`config.mk`:
```
export PLATFORM = sky130hd
export DESIGN_NAME = uart_rx_flat
export DESIGN_NICKNAME = d
export VERILOG_FILES = /design/src/rtl/uart_pkg.sv /design/src/rtl/uart_rx_if.sv /design/src/rtl/uart_rx_sync.sv /design/src/rtl/uart_rx.sv /design/src/flat_wrapper.sv
export SDC_FILE = /design/constraint.sdc
export NUM_CORES = 1
export LEC_CHECK = 0
export BUFFER_PORTS_ARGS = -buffer_cell sky130_fd_sc_hd__buf_2
export CORE_ASPECT_RATIO = 1.5
export CORE_MARGIN = 3
export CORE_UTILIZATION = 40
export DETAILED_ROUTE_END_ITERATION = 12
export SKIP_CTS_REPAIR_TIMING = 1
export SYNTH_ARGS = -nofsm -noshare
export SYNTH_HDL_FRONTEND = slang
export SYNTH_SLANG_ARGS = --single-unit
```
`constraint.sdc`:
```
create_clock -name clk -period 2.1 [get_ports clk]
set_input_delay 0.21 -clock clk [delete_from_list [all_inputs] [get_ports clk]]
set_output_delay 0.21 -clock clk [all_outputs]
set_load 0.05 [all_outputs]
```
`src/rtl/uart_pkg.sv`:
```
// Shared UART definitions: receiver/transmitter state encoding and widths.
package uart_pkg;

  localparam int OSR_DEF = 16;
  localparam int DATA_W  = 8;

  typedef enum logic [2:0] {
    ST_IDLE  = 3'd0,
    ST_START = 3'd1,
    ST_DATA  = 3'd2,
    ST_STOP  = 3'd3,
    ST_BREAK = 3'd4
  } uart_state_e;

endpackage

```
`src/rtl/uart_rx_if.sv`:
```
// Host-side and line-side signals of the UART receive stage.
interface uart_rx_if;
  import uart_pkg::*;

  logic              rx_enb;
  logic              Rx;
  logic              rd;
  logic [DATA_W-1:0] data_out;
  logic              rdy;
  logic              frame_err;
  logic              overrun;
  logic              busy;

  modport master (
    output rx_enb, Rx, rd,
    input  data_out, rdy, frame_err, overrun, busy
  );

  modport slave (
    input  rx_enb, Rx, rd,
    output data_out, rdy, frame_err, overrun, busy
  );

endinterface

```
`src/rtl/uart_rx_sync.sv`:
```
// Two-flop synchronizer for an asynchronous single-bit input, with selectable reset value.
module uart_rx_sync #(
  parameter logic RESET_VAL = 1'b1
) (
  input  logic clk,
  input  logic rst,
  input  logic d_i,
  output logic q_o
);

  logic meta_q;
  logic sync_q;

  always_ff @(posedge clk) begin
    if (rst) begin
      meta_q <= RESET_VAL;
      sync_q <= RESET_VAL;
    end else begin
      meta_q <= d_i;
      sync_q <= meta_q;
    end
  end

  assign q_o = sync_q;

endmodule

```
`src/rtl/uart_rx.sv`:
```
// 8N1 UART receiver with 16x-style oversampling and valid/read handshake.
// Build option UART_RX_MAJORITY_EN: 2-of-3 majority vote around every sample point.
//
// state    | meaning
// ---------+------------------------------------------------------
// ST_IDLE  | line idle, waiting for rx_s = 0 on a tick
// ST_START | counting to mid start bit to confirm it
// ST_DATA  | sampling 8 data bits, LSB first
// ST_STOP  | sampling stop bit, byte delivered to host
// ST_BREAK | stop bit was 0, waiting for line to return high
module uart_rx
  import uart_pkg::*;
#(
  parameter int OSR = OSR_DEF
) (
  input  logic     clk,
  input  logic     rst,
  uart_rx_if.slave bus
);

  localparam int            CW      = $clog2(OSR);
  localparam logic [CW-1:0] P_START = CW'(OSR / 2 - 1);
  localparam logic [CW-1:0] P_BIT   = CW'(OSR - 1);

  uart_state_e       state_q, state_d;
  logic [CW-1:0]     cnt_q, cnt_d;
  logic [2:0]        idx_q, idx_d;
  logic [DATA_W-1:0] shift_q, shift_d;
  logic [DATA_W-1:0] data_q, data_d;
  logic              rdy_q, rdy_d;
  logic              fe_q, fe_d;
  logic              ovr_q, ovr_d;

  logic              rx_s;
  logic              tick;
  logic              sample;
  logic              complete;
  logic [CW-1:0]     p_cur;

  uart_rx_sync #(.RESET_VAL(1'b1)) u_sync (
    .clk (clk),
    .rst (rst),
    .d_i (bus.Rx),
    .q_o (rx_s)
  );

  assign tick  = bus.rx_enb;
  assign p_cur = (state_q == ST_START) ? P_START : P_BIT;

`ifdef UART_RX_MAJORITY_EN
  logic maj2_q, maj2_d;
  logic maj1_q, maj1_d;

  // Capture the two ticks preceding the sample point; the third vote is live rx_s.
  always_comb begin
    maj2_d = maj2_q;
    maj1_d = maj1_q;
    if (tick) begin
      if (cnt_q == p_cur - CW'(2)) maj2_d = rx_s;
      if (cnt_q == p_cur - CW'(1)) maj1_d = rx_s;
    end
  end

  always_ff @(posedge clk) begin
    if (rst) begin
      maj2_q <= 1'b1;
      maj1_q <= 1'b1;
    end else begin
      maj2_q <= maj2_d;
      maj1_q <= maj1_d;
    end
  end

  assign sample = (maj2_q & maj1_q) | (maj2_q & rx_s) | (maj1_q & rx_s);
`else
  assign sample = rx_s;
`endif

  always_comb begin
    state_d  = state_q;
    cnt_d    = cnt_q;
    idx_d    = idx_q;
    shift_d  = shift_q;
    complete = 1'b0;

    case (state_q)
      ST_IDLE: begin
        if (tick && !rx_s) begin
          state_d = ST_START;
          cnt_d   = '0;
        end
      end
      ST_START: begin
        if (tick) begin
          if (cnt_q == P_START) begin
            cnt_d   = '0;
            idx_d   = '0;
            state_d = sample ? ST_IDLE : ST_DATA;
          end else begin
            cnt_d = cnt_q + CW'(1);
          end
        end
      end
      ST_DATA: begin
        if (tick) begin
          if (cnt_q == P_BIT) begin
            cnt_d          = '0;
            shift_d[idx_q] = sample;
            if (idx_q == 3'd7) state_d = ST_STOP;
            else               idx_d   = idx_q + 3'd1;
          end else begin
            cnt_d = cnt_q + CW'(1);
          end
        end
      end
      ST_STOP: begin
        if (tick) begin
          if (cnt_q == P_BIT) begin
            cnt_d    = '0;
            complete = 1'b1;
            state_d  = sample ? ST_IDLE : ST_BREAK;
          end else begin
            cnt_d = cnt_q + CW'(1);
          end
        end
      end
      ST_BREAK: begin
        if (tick && rx_s) state_d = ST_IDLE;
      end
      default: state_d = ST_IDLE;
    endcase
  end

  // A completing byte wins over a read; overrun only when the old byte was never taken.
  always_comb begin
    data_d = data_q;
    rdy_d  = rdy_q;
    fe_d   = fe_q;
    ovr_d  = ovr_q;
    if (complete) begin
      data_d = shift_q;
      fe_d   = ~sample;
      rdy_d  = 1'b1;
      ovr_d  = rdy_q & ~bus.rd;
    end else if (bus.rd && rdy_q) begin
      rdy_d = 1'b0;
      ovr_d = 1'b0;
    end
  end

  always_ff @(posedge clk) begin
    if (rst) begin
      state_q <= ST_IDLE;
      cnt_q   <= '0;
      idx_q   <= '0;
      shift_q <= '0;
      data_q  <= '0;
      rdy_q   <= 1'b0;
      fe_q    <= 1'b0;
      ovr_q   <= 1'b0;
    end else begin
      state_q <= state_d;
      cnt_q   <= cnt_d;
      idx_q   <= idx_d;
      shift_q <= shift_d;
      data_q  <= data_d;
      rdy_q   <= rdy_d;
      fe_q    <= fe_d;
      ovr_q   <= ovr_d;
    end
  end

  assign bus.data_out  = data_q;
  assign bus.rdy       = rdy_q;
  assign bus.frame_err = fe_q;
  assign bus.overrun   = ovr_q;
  assign bus.busy      = (state_q != ST_IDLE);

endmodule

```
`src/flat_wrapper.sv`:
```
// flat-port wrapper written by rule: the top's interface ports become plain ports
module uart_rx_flat import uart_pkg::*;
#(
  parameter int OSR = OSR_DEF
)
  (clk, rst, bus_rx_enb, bus_Rx, bus_rd, bus_data_out, bus_rdy, bus_frame_err, bus_overrun, bus_busy);
  uart_rx_if bus_i ();
  input  logic clk;
  input  logic rst;
  input wire logic [$bits(bus_i.rx_enb)-1:0] bus_rx_enb;
  input wire logic [$bits(bus_i.Rx)-1:0] bus_Rx;
  input wire logic [$bits(bus_i.rd)-1:0] bus_rd;
  output wire logic [$bits(bus_i.data_out)-1:0] bus_data_out;
  output wire logic [$bits(bus_i.rdy)-1:0] bus_rdy;
  output wire logic [$bits(bus_i.frame_err)-1:0] bus_frame_err;
  output wire logic [$bits(bus_i.overrun)-1:0] bus_overrun;
  output wire logic [$bits(bus_i.busy)-1:0] bus_busy;
  assign bus_i.rx_enb = bus_rx_enb;
  assign bus_i.Rx = bus_Rx;
  assign bus_i.rd = bus_rd;
  assign bus_data_out = bus_i.data_out;
  assign bus_rdy = bus_i.rdy;
  assign bus_frame_err = bus_i.frame_err;
  assign bus_overrun = bus_i.overrun;
  assign bus_busy = bus_i.busy;
  uart_rx #(.OSR(OSR)) u_core (.clk(clk), .rst(rst), .bus(bus_i));
endmodule
```
==> results.yml <==
detailed_routing:
  first_pass_iters: 4
  vias_per_cell: 5.32
  post-route-drc-count: 0
  drtAntennaViolNets: 0
  vias: 1235
  detail_route.iter0.violations: 23
  drt-total-wl_um: 3150
  detail_route.wl_per_cell_um: 13.6
global_routing:
  grt_first_pass_wirelength_um: 5510
  first_global_vias: 1211
  gr-total-overflow: 0
  grt_max_degree: 34
  grt_use_total: 0.154
  antenna_found_initial: 0
cells_and_area:
  nets: 197
  syn_to_final_growth_pct: 13.1
  final_area_um2: 1690
  drive_above_1_share: 0.189
  diodes: 0
  fin_cells: 232
  final_util: 0.481
  final-seq-area_um2: 621
  nFillCells: 382
  multi_input_area_um2: 806
sta:
  drv_slew: 0
  finalSetupViolCount: 0
  layout_setup_ws_ns: 0.179
  rsz0062_at_grt: "no"
  post-route-period-util: 0.915
  whs_ns: 0.119
  tightestPinTransition_ns: 0.556
  fin_crit_ns: 1.92
  maxSlewHeadroom: 0.629
  finClkSkew_ns: 0.00632
  max_freq_mhz: 520
  finalHoldViolCount: 0
  setup_tns_ns: 0
power:
  internal_power_uw: 909
  total_power_mw: 1.18
  p_seq_frac: 0.508
  pwr-share-comb: 0.046
  p_leak_nw: 0.659
  p_per_area_nw_per_um2: 697
  p_switching_uw: 267
  swShare: 0.227
  ir_drop_mv: 0.594
  power_frac_clock: 0.445
clock_tree:
  path_clk_slew_ns: 0.07
  htree_levels: 2
  cts.sinks: 31
  clk_latency_ns: 0.28
  cts_tree: "built"
  cts_max_path_buffers: 2
  cts_made_buffers: 5
  cts_root_buf: "clkbuf_8"
min_path:
  min_path_cells: 2
  hold_class: "input port to flop"
  min_to: "u_core.bus.overrun"
  holdCritStartpoint: "bus_rd"
synth:
  synth_top_area_frac: 0.415
  synth.mux.area_fraction: 0.101
  synth-compound-area-share: 0.116
  yosys_warnings: 0
  synth_area_leaders: "dfxtp_1, mux2i_1, nor2_1"
  synth_xor_area_frac: 0.00586
  synthFlopType: "dfxtp_1"
  ys_ff_latch: 31
  ys_types: 41
  synth_edf_count: 0
  syn-num-nets: 182
  synth-simple-area-share: 0.291
  synth.avg_cell_area_um2: 8.59
  yosys.area.top_type: "dfxtp_1"
  netlist_top_cells_count: "dfxtp_1, nor2_1, nand2_1"
  synth_top_family_by_area: "simple AND/OR/NAND/NOR gates"
  synth_cells: 174
  netlist_area_um2: 1490
  synth_fa_ha_area_frac: 0.0251
  synth-async-reset-ratio: 0
  synthMostInstantiatedCell: "dfxtp_1"
  ys_seq_area_frac: 0.415
floorplan:
  design.core.area_um2: 3510
  die_h_um: 80.8
  dieArea_um2: 4520
  die_x_um: 55.9
  start_util: 0.425
  rows: 26
  pin_count: 17
run_status:
  run_status: "finished, final reports clean"
place:
  dp_cells: 224
  dp_hpwl_um: 2250
  dpl_cell_area_um2: 1590
  place.port_buffers: 16
  gp_congestion: 0.758
  dp_slack_ns: 0.175
critical_path:
  regToRegSetupSlack_ns: 0.18
  timing.rr.end: "u_core.state_q[0]"
  startpoint_type: "flop"
  rr_worst_depth: 7
  critPathMaxFanout: 5
  r2r-start: "u_core.idx_q[0]"
  critPathCaptureType: "flop"
  required_ns: 2.27
  crit_type: "flop to flop"
  cp.arrival_ns: 2.09
job:
  max_cap_viol_count: 0
layer usage:
| layer | part of all wire | global-route usage | vias to the layer above |
|---|---|---|---|
| li1 | - | - | 623 |
| met1 | 0.43 | 0.172 | 580 |
| met2 | 0.51 | 0.275 | 25 |
| met3 | 0.035 | 0.0413 | 7 |
| met4 | 0.023 | 0.0665 | 0 |
| met5 | 0 | 0 | - |
kinds of logic after synthesis:
family                   after synthesis
AO/OA/AOI/OAI                         26
XOR/XNOR                               1
adder cells (fa/ha/maj)                3
buffers and inverters                 13
flip-flops                            31
multiplexers                          15
AND/OR/NAND/NOR                       85
worst max-delay path by stage:
stage	start	to	slack, ns	cells past startpoint
detailed placement	u_core.idx_q[0]	u_core.state_q[0]	0.17	7
CTS	u_core.idx_q[0]	u_core.state_q[0]	0.16	7
global placement	u_core.idx_q[0]	u_core.state_q[0]	0.23	7
floorplan	u_core.idx_q[0]	u_core.state_q[0]	0.33	7
global route	u_core.idx_q[0]	u_core.state_q[0]	0.07	7
finish	u_core.idx_q[0]	u_core.state_q[0]	0.18	7
power by group through the flow:
stage,Clock [mW],Sequential [mW],Combinational [mW]
after floorplan,0,0.607,0.0443
after global placement,0,0.611,0.0527
after detailed placement,0,0.611,0.0544
after CTS,0.539,0.598,0.0548
after global routing,0.569,0.598,0.0596
final,0.524,0.598,0.0544
flip-flops by register name (all words and copies together) (netlist names), 3 cells and up:
register / count
u_core.shift_q: 8
u_core.idx_q: 3
u_core.bus.data_out: 8
u_core.state_q: 3
u_core.cnt_q: 4
layout make-up:
type	instances	share of cell area
timing repair buffer	18	0.0563
multi-input combinational	130	0.477
inverter	3	0.00667
clock inverter	1	0.00444
sequential	31	0.367
clock buffer	7	0.0570
tap	42	0.0311
critical path: stages (launching register included):
cell	delay, ns
dfxtp_1	0.42
ha_1	0.18
ha_1	0.16
inv_1	0.04
mux2i_1	0.12
o22ai_1	0.13
a221oi_4	0.40
mux2_1	0.36
placed cells by master, fill, tap and decap left out, types with 2 or more instances in the layout:
| master | instances |
|---|---|
| nand2b_1 | 6 |
| buf_2 | 16 |
| nor2b_1 | 2 |
| buf_4 | 2 |
| inv_1 | 3 |
| or2_2 | 2 |
| a21oi_1 | 13 |
| a211oi_1 | 2 |
| nand2_1 | 21 |
| clkbuf_8 | 7 |
| nor2_1 | 29 |
| and2_1 | 2 |
| ha_1 | 3 |
| nand4b_1 | 2 |
| o21ai_1 | 2 |
| nand3_1 | 4 |
| mux2i_1 | 14 |
| dfxtp_1 | 31 |
| nand3b_1 | 2 |
| o21ai_0 | 3 |
| nor3_1 | 3 |
| and3_1 | 2 |
Note: power is estimated with default switching activity, not from simulation.
